==> config.mk <==
export PLATFORM = sky130hd
export DESIGN_NAME = seq_divider_param
export DESIGN_NICKNAME = d
export VERILOG_FILES = /design/src/rtl/seq_divider_param.sv
export SDC_FILE = /design/constraint.sdc
export NUM_CORES = 1
export LEC_CHECK = 0
export CAP_MARGIN = 30
export CORE_ASPECT_RATIO = 1.4
export CORE_MARGIN = 2
export CORE_UTILIZATION = 57
export DETAILED_ROUTE_END_ITERATION = 8
export PLACE_DENSITY = 0.91
export SETUP_SLACK_MARGIN = 0.2
export SLEW_MARGIN = 30
export SYNTH_ARGS = -nofsm -noshare
export SYNTH_HDL_FRONTEND = slang
export SYNTH_SLANG_ARGS = --single-unit
export TNS_END_PERCENT = 30
==> constraint.sdc <==
create_clock -name clk -period 2.9 [get_ports clk]
set_clock_uncertainty 0.1 [all_clocks]
set_input_delay 0.87 -clock clk [delete_from_list [all_inputs] [get_ports clk]]
set_output_delay 0.87 -clock clk [all_outputs]
set_load 0.03 [all_outputs]
==> src/rtl/seq_divider_param.sv <==
// Restoring shift-subtract divider: unsigned 2N-bit dividend / N-bit divisor, one quotient bit per clock.
// Define SEQ_DIVIDER_SIGNED_EN to add the signed_mode port and the FIX sign-correction state.
module seq_divider_param #(
  parameter int N = 4
) (
  input  logic           clk,
  input  logic           rst,
  input  logic           start,
  input  logic [2*N-1:0] dividend,
  input  logic [N-1:0]   divisor,
`ifdef SEQ_DIVIDER_SIGNED_EN
  input  logic           signed_mode,
`endif
  output logic           busy,
  output logic           done,
  output logic [N-1:0]   quotient,
  output logic [N-1:0]   remainder,
  output logic           dbz,
  output logic           ovf
);

  localparam int CW = $clog2(N + 1);
  localparam logic [1:0] IDLE = 2'd0;
  localparam logic [1:0] CALC = 2'd1;
  localparam logic [1:0] DONE = 2'd2;
`ifdef SEQ_DIVIDER_SIGNED_EN
  localparam logic [1:0] FIX  = 2'd3;
  localparam logic [N-1:0] QMIN_MAG = {1'b1, {(N-1){1'b0}}};
`endif

  logic [1:0]     state;
  logic [2*N:0]   acc;
  logic [2*N:0]   acc_next;
  logic [N-1:0]   div_r;
  logic [CW-1:0]  cnt;
  logic [N:0]     window;
  logic [N:0]     diff;
  logic           take;
  logic [2*N-1:0] dvd_mag;
  logic [N-1:0]   dvs_mag;

`ifdef SEQ_DIVIDER_SIGNED_EN
  logic           dvd_neg;
  logic           dvs_neg;
  logic           sm_r;
  logic           qneg_r;
  logic           rneg_r;
  logic [N-1:0]   qmag;
  logic [N-1:0]   rmag;
  logic           fix_ovf;
`endif

  // Operand magnitudes; in signed mode the divide runs on absolute values.
  always_comb begin
    dvd_mag = dividend;
    dvs_mag = divisor;
`ifdef SEQ_DIVIDER_SIGNED_EN
    dvd_neg = signed_mode & dividend[2*N-1];
    dvs_neg = signed_mode & divisor[N-1];
    if (dvd_neg) dvd_mag = -dividend;
    if (dvs_neg) dvs_mag = -divisor;
    qmag    = acc[N-1:0];
    rmag    = acc[2*N-1:N];
    fix_ovf = qneg_r ? (qmag > QMIN_MAG) : qmag[N-1];
`endif
  end

  // One restoring step: shift left, then subtract if the (N+1)-bit window covers the divisor.
  always_comb begin
    window   = acc[2*N-1:N-1];
    take     = acc[2*N] || (window >= {1'b0, div_r});
    diff     = window - {1'b0, div_r};
    acc_next = {window, acc[N-2:0], 1'b0};
    if (take) acc_next = {diff, acc[N-2:0], 1'b1};
  end

  always_ff @(posedge clk or posedge rst) begin
    if (rst) begin
      state     <= IDLE;
      acc       <= '0;
      div_r     <= '0;
      cnt       <= '0;
      busy      <= 1'b0;
      done      <= 1'b0;
      quotient  <= '0;
      remainder <= '0;
      dbz       <= 1'b0;
      ovf       <= 1'b0;
`ifdef SEQ_DIVIDER_SIGNED_EN
      sm_r      <= 1'b0;
      qneg_r    <= 1'b0;
      rneg_r    <= 1'b0;
`endif
    end else begin
      done <= 1'b0;
      case (state)
        IDLE, DONE: begin
          state <= IDLE;
          if (start) begin
            dbz   <= 1'b0;
            ovf   <= 1'b0;
            div_r <= dvs_mag;
`ifdef SEQ_DIVIDER_SIGNED_EN
            sm_r   <= signed_mode;
            qneg_r <= dvd_neg ^ dvs_neg;
            rneg_r <= dvd_neg;
`endif
            if (divisor == '0) begin
              state     <= DONE;
              done      <= 1'b1;
              dbz       <= 1'b1;
              quotient  <= '1;
              remainder <= dividend[N-1:0];
            end else if (dvd_mag[2*N-1:N] >= dvs_mag) begin
              state     <= DONE;
              done      <= 1'b1;
              ovf       <= 1'b1;
              quotient  <= '0;
              remainder <= '0;
            end else begin
              state <= CALC;
              busy  <= 1'b1;
              acc   <= {1'b0, dvd_mag};
              cnt   <= CW'(N);
            end
          end
        end
        CALC: begin
          acc <= acc_next;
          cnt <= cnt - CW'(1);
          if (cnt == CW'(1)) begin
`ifdef SEQ_DIVIDER_SIGNED_EN
            if (sm_r) begin
              state <= FIX;
            end else begin
              state     <= DONE;
              busy      <= 1'b0;
              done      <= 1'b1;
              quotient  <= acc_next[N-1:0];
              remainder <= acc_next[2*N-1:N];
            end
`else
            state     <= DONE;
            busy      <= 1'b0;
            done      <= 1'b1;
            quotient  <= acc_next[N-1:0];
            remainder <= acc_next[2*N-1:N];
`endif
          end
        end
`ifdef SEQ_DIVIDER_SIGNED_EN
        // Apply signs to the magnitude result; truncating division keeps the dividend's sign on the remainder.
        FIX: begin
          state <= DONE;
          busy  <= 1'b0;
          done  <= 1'b1;
          if (fix_ovf) begin
            ovf       <= 1'b1;
            quotient  <= '0;
            remainder <= '0;
          end else begin
            quotient  <= qneg_r ? -qmag : qmag;
            remainder <= rneg_r ? -rmag : rmag;
          end
        end
`endif
        default: state <= IDLE;
      endcase
    end
  end

endmodule

== Word level (Yosys, flattened, before mapping) ==
Cells that the tools add are included.
Cells by class
  add/subtract/negate cells: 2
  reduce and logical (&&, ||, !) cells: 9
  muxes and demuxes: 35
  eq/ne operators: 8
  $lt $le $gt $ge: 2
Operators with widths (number)
  $mux W9: 4
  $mux W4: 7
  $pmux W9 S2: 1
  $pmux W4 S2: 2
  $mux W1: 10
  $mux W3: 3
  $mux W2: 4
  $ne A2 B2 Y1 const B: 4
  $reduce_and A4 Y1: 2
  $pmux W3 S2: 1
  $ge A5 B4 Y1: 1
  $reduce_and A5 Y1: 1
  $sub A5 B4 Y5: 1
  $ge A4 B4 Y1: 1
  $logic_not A4 Y1: 1
  $pmux W1 S2: 2
  $pmux W2 S2: 1
  $eq A3 B1 Y1 const B: 1
  $ne A3 B3 Y1 const B: 1
  $sub A3 B1 Y3 const B: 1
  $eq A2 B1 Y1 const B: 1
  $eq A2 B2 Y1 const B: 1
  $logic_not A2 Y1: 1
  $reduce_and A2 Y1: 1
  other kinds (3): 3
Storage, ports and cells
  output and inout port bits: 12
  word-level logic and storage cells: 66
  bits in registers: 30

== Depth between registers and ports, before layout ==
  depth after elaboration: 5
  gate-level depth with buffers: 8
  gate-level depth less buffers: 8

== Least setup slack after synthesis ==
OpenSTA, ideal clock, no wires.
  kind: input to register
  start: in dividend[4]
  end: reg acc[5]
  setup time: 0.138 ns
  data required time: 2.662 ns
  path buffers: 1
  stages: 8
  data arrival time: 2.174 ns
  slack: 0.489 ns
  cells stage by stage: inv_1 -> ha_1 -> nor3b_1 -> o21ai_1 -> nor3_4 -> buf_6 -> nand3b_1 -> o211ai_1
Between the ends
  longest elaborated chain between the ends: 3
RTL lines
  start, declared: RTL line 9  | input logic [2*N-1:0] dividend,
  $ge A4 B4 Y1: RTL line 114  | end else if (dvd_mag[2*N-1:N] >= dvs_mag) begin
  $ne A2 B2 Y1 (no source line)
  $reduce_and A4 Y1 (no source line)
  end signal, assigned: RTL line 123  | acc <= {1'b0, dvd_mag};
  end signal, assigned: RTL line 129  | acc <= acc_next;
  end, declared: RTL line 32  | logic [2*N:0] acc;
No other way between the ends.
A chain may end at the register's enable or synchronous reset.

== Worst setup path in the final report ==
  start: in dividend[6]
  end: reg acc[7]
The elaborated chain is that of the path after synthesis.

==> results by group <==
Status
  – Outcome: complete, no violations

Critical path
  – Maximum fanout along the worst path: 9
  – Register-to-register setup slack: 0.65 ns
  – Critical path cell sequence: clkdlybuf4s50_1, ha_1, o211ai_1, o21ai_2, nor3_4, buf_4, clkbuf_16, o32a_1
  – Slowest-stage cell, CP: clkdlybuf4s50_1
  – Worst EP required: 2.96 ns
  – Setup crit end kind: flip-flop
  – Family with the most delay on the worst path: buffers and inverters
  – Worst path max stage delay: 0.44 ns
  – Kind of start point of the critical path: primary input
  – CP bufs+invs: 3
  – Critical path arrival: 2.78 ns
  – CP Class: in -> reg

Logic synthesis
  – Mux share of post-synthesis cell area: 3.613%
  – Largest family of logic cells by synthesized area: simple AND/OR/NAND/NOR gates
  – Compound-Gate Fraction of Synth Area: 16.62%
  – Post-synth ARST share: 100.0%
  – Top cell type by total area after synthesis: dfrtp_1
  – Synth Flop Type: dfrtp_1
  – Synthesized net count: 203
  – Synth unique cells: 48
  – Sequential share of the synthesized area: 43.35%
  – Syn Inst Count: 177
  – Syn_area_per_cell: 9.783 um2
  – XOR/XNOR Fraction of Synth Area: 1.517%
  – Adder-Cell Fraction of Synth Area: 8.382%
  – Post-Syn Area: 1732 um2
  – Post-synthesis simple-gate area fraction: 20.09%
  – Share of the synthesized area in the top cell type: 43.35%
  – Number of flops mapped to enable cells by yosys: 0
  – Synth warnings: 0
  – #FFs+latches synth: 30
  – Largest cells by area after synthesis: dfrtp_1 43%, ha_1 7.2%, nand2_1 5.6%

GRT
  – Tot GR Track Use: 25.98%
  – First-pass GRT wire length: 6.782 mm
  – Grt ovf: 0
  – Initial antenna violation count: 0
  – Vias in the first global route: 1,505
  – Largest net degree at the start of global routing: 31

Routing
  – Vias per cell: 5.914
  – Post-DR wirelength/cell: 18.38 um
  – First-pass iteration count of the detailed router: 4
  – Via count: 1,520
  – 1st-iter DRT viols: 65
  – DRC viols: 0
  – Drt total wl: 4.723 mm
  – Post-route ant nets: 0

Timing
  – RSZ-0062 raised after global routing: yes
  – Worst slew pin tran: 0.4928 ns
  – Max Slew Vio Count: 0
  – Fin crit period: 2.713 ns
  – Period Utilization, post-route: 93.56%
  – Hold Slack: 0.3869 ns
  – Slew Limit Headroom: 66.90%
  – Setup ws final: 0.1867 ns
  – Final setup vio count: 0
  – Hold Fails Final Rpt: 0
  – Fmax: 368.6 MHz

Floorplan
  – Std-Cell Rows: 23
  – Core footprint: 2878 um2
  – Die Y: 69.22 um
  – Initial core utilization: 60.17%
  – I/O pin count: 27
  – DIE WIDTH: 50.59 um
  – Die area: 3501 um2

Clocking
  – Worst-Skew Late Latency: 0.29 ns
  – CTS max path bufs: 2
  – Hold buffers post-CTS: 0
  – Root cell of the clock tree: clkbuf_8
  – H-tree Lvls: 2
  – CTS tree: yes
  – CTS buffer count: 5
  – Clk slew on worst S/H paths: 0.07 ns
  – CTS sink cnt: 30

Finish
  – Reg area: 750.7 um2
  – # fillers: 169
  – Final std cells w/o fill: 257
  – Multi-input logic area: 905.9 um2
  – Commonest non-fill, non-tap cells in the layout: 30 x dfrtp_1, 26 x nand2_1, 19 x clkdlybuf4s50_1, 16 x inv_1, 16 x o21ai_0
  – Nets: 245
  – Layout cells sized above 1: 19.09%
  – Most common cell after layout, fill and taps aside: dfrtp_1
  – Diode count: 0
  – Fin area: 2307 um2
  – Area growth syn-to-layout: 33.24%

Placed design
  – Post-DP HPWL: 3.130 mm
  – Placed Instances: 244
  – Placed cell area: 2086 um2
  – Pre-CTS setup slack: -0.1295 ns
  – Port bufs: 26
  – GPL Wtd Cong: 0.8668

Pwr
  – Power, Total: 2.562 mW
  – Power density cells: 1111 nW/um2
  – Leak pwr: 1.072 nW
  – IR drop worst, VDD: 0.7491 mV

Min path
  – Hold Path Class: reg -> reg

Run
  – Max-Cap Viols: 0
==> sequential cells by signal (all words and copies together) (netlist names) <==
signal	flops
div_r	4
done	1
acc	9
state	2
cnt	3
ovf	1
quotient	4
busy	1
dbz	1
remainder	4
==> cell families (layout without fill, tap and decap cells) <==
kind of cell               count (synthesis)  count (layout)
and+or+nand+nor                           58              58
adders and majority gates                 11              11
DFF                                       30              30
xor gates and xnor gates                   3               3
buffers and inverters                     24              67
AOI/OAI and AO/OA                         45              45
muxes                                      6               6
==> cell type report <==
| cell class | instances | area share (%) |
|---|---|---|
| Timing Repair Buffer | 42 | 19.47 |
| Sequential cell | 30 | 32.54 |
| Tap cell | 37 | 2.007 |
| Inverter | 17 | 2.766 |
| Clock buffer | 7 | 3.742 |
| Clock inverter | 1 | 0.2169 |
| Multi-Input combinational cell | 123 | 39.26 |
==> worst paths after layout <==
| kind | startpoint | endpoint | cells after the start |
|---|---|---|---|
| setup / recovery | dividend[6] | acc[7] | 8 |
| hold / removal | quotient[1] | quotient[1] | 2 |
| setup reg to reg | div_r[1] | acc[5] | 7 |
| max in group asynchronous | rst | div_r[3] | 3 |
| hold reg to reg | quotient[1] | quotient[1] | 2 |
| min in group asynchronous | rst | cnt[0] | 3 |
==> metrics by stage <==
| step | util, % | setup TNS, ns |
|---|---|---|
| global route | 80.17 | 0 |
| floorplan | - | 0 |
| CTS | 76.22 | 0 |
| global placement | 72.48 | -0.05987 |
| finish | 80.17 | 0 |
| detailed placement | 72.48 | -1.399 |
==> worst reg2reg max path: cells and delay by family (launching register included) <==
| family | cells | cell delay, ns |
|---|---|---|
| adder cells (fa/ha/maj) | 1 | 0.29 |
| AND/OR/NAND/NOR | 2 | 0.43 |
| AO/OA/AOI/OAI | 2 | 0.48 |
| multiplexers | 1 | 0.41 |
| buffers and inverters | 1 | 0.07 |
| flip-flops | 1 | 0.38 |
==> synthesized netlist by cell type, drive strengths merged, types with 2 or more instances <==
library cell / n
mux2: 2
nor4: 2
ha: 10
nor2: 6
mux2i: 4
xor2: 2
nor2b: 3
nor3: 6
inv: 17
nand3b: 2
dfrtp: 30
o22ai: 2
clkbuf: 2
buf: 5
o211ai: 4
a21o: 2
a21oi: 10
nand2b: 3
o21ai: 19
nand2: 26
==> power by group <==
| group | switching, mW | total [mW] | internal, mW |
|---|---|---|---|
| Sequential | 0.141 | 0.753 | 0.611 |
| Combinational | 0.840 | 1.47 | 0.626 |
| Clock | 0.153 | 0.344 | 0.191 |
| Total | 1.13 | 2.56 | 1.43 |
==> metal layers <==
layer	global-route usage [%]	wire length (um)	vias up
met4	10.81	197	0
met5	0	0	-
met1	28.61	1794	738
met3	7.112	212	22
li1	-	-	698
met2	45.76	2519	62
==> timing repair <==
action,CTS,global route
pin swaps,2,7
setup buffers,1,2
setup endpoints to repair,8,11
resized for setup,2,14
gates cloned,0,2
Note: power is estimated with default switching activity, not from simulation.
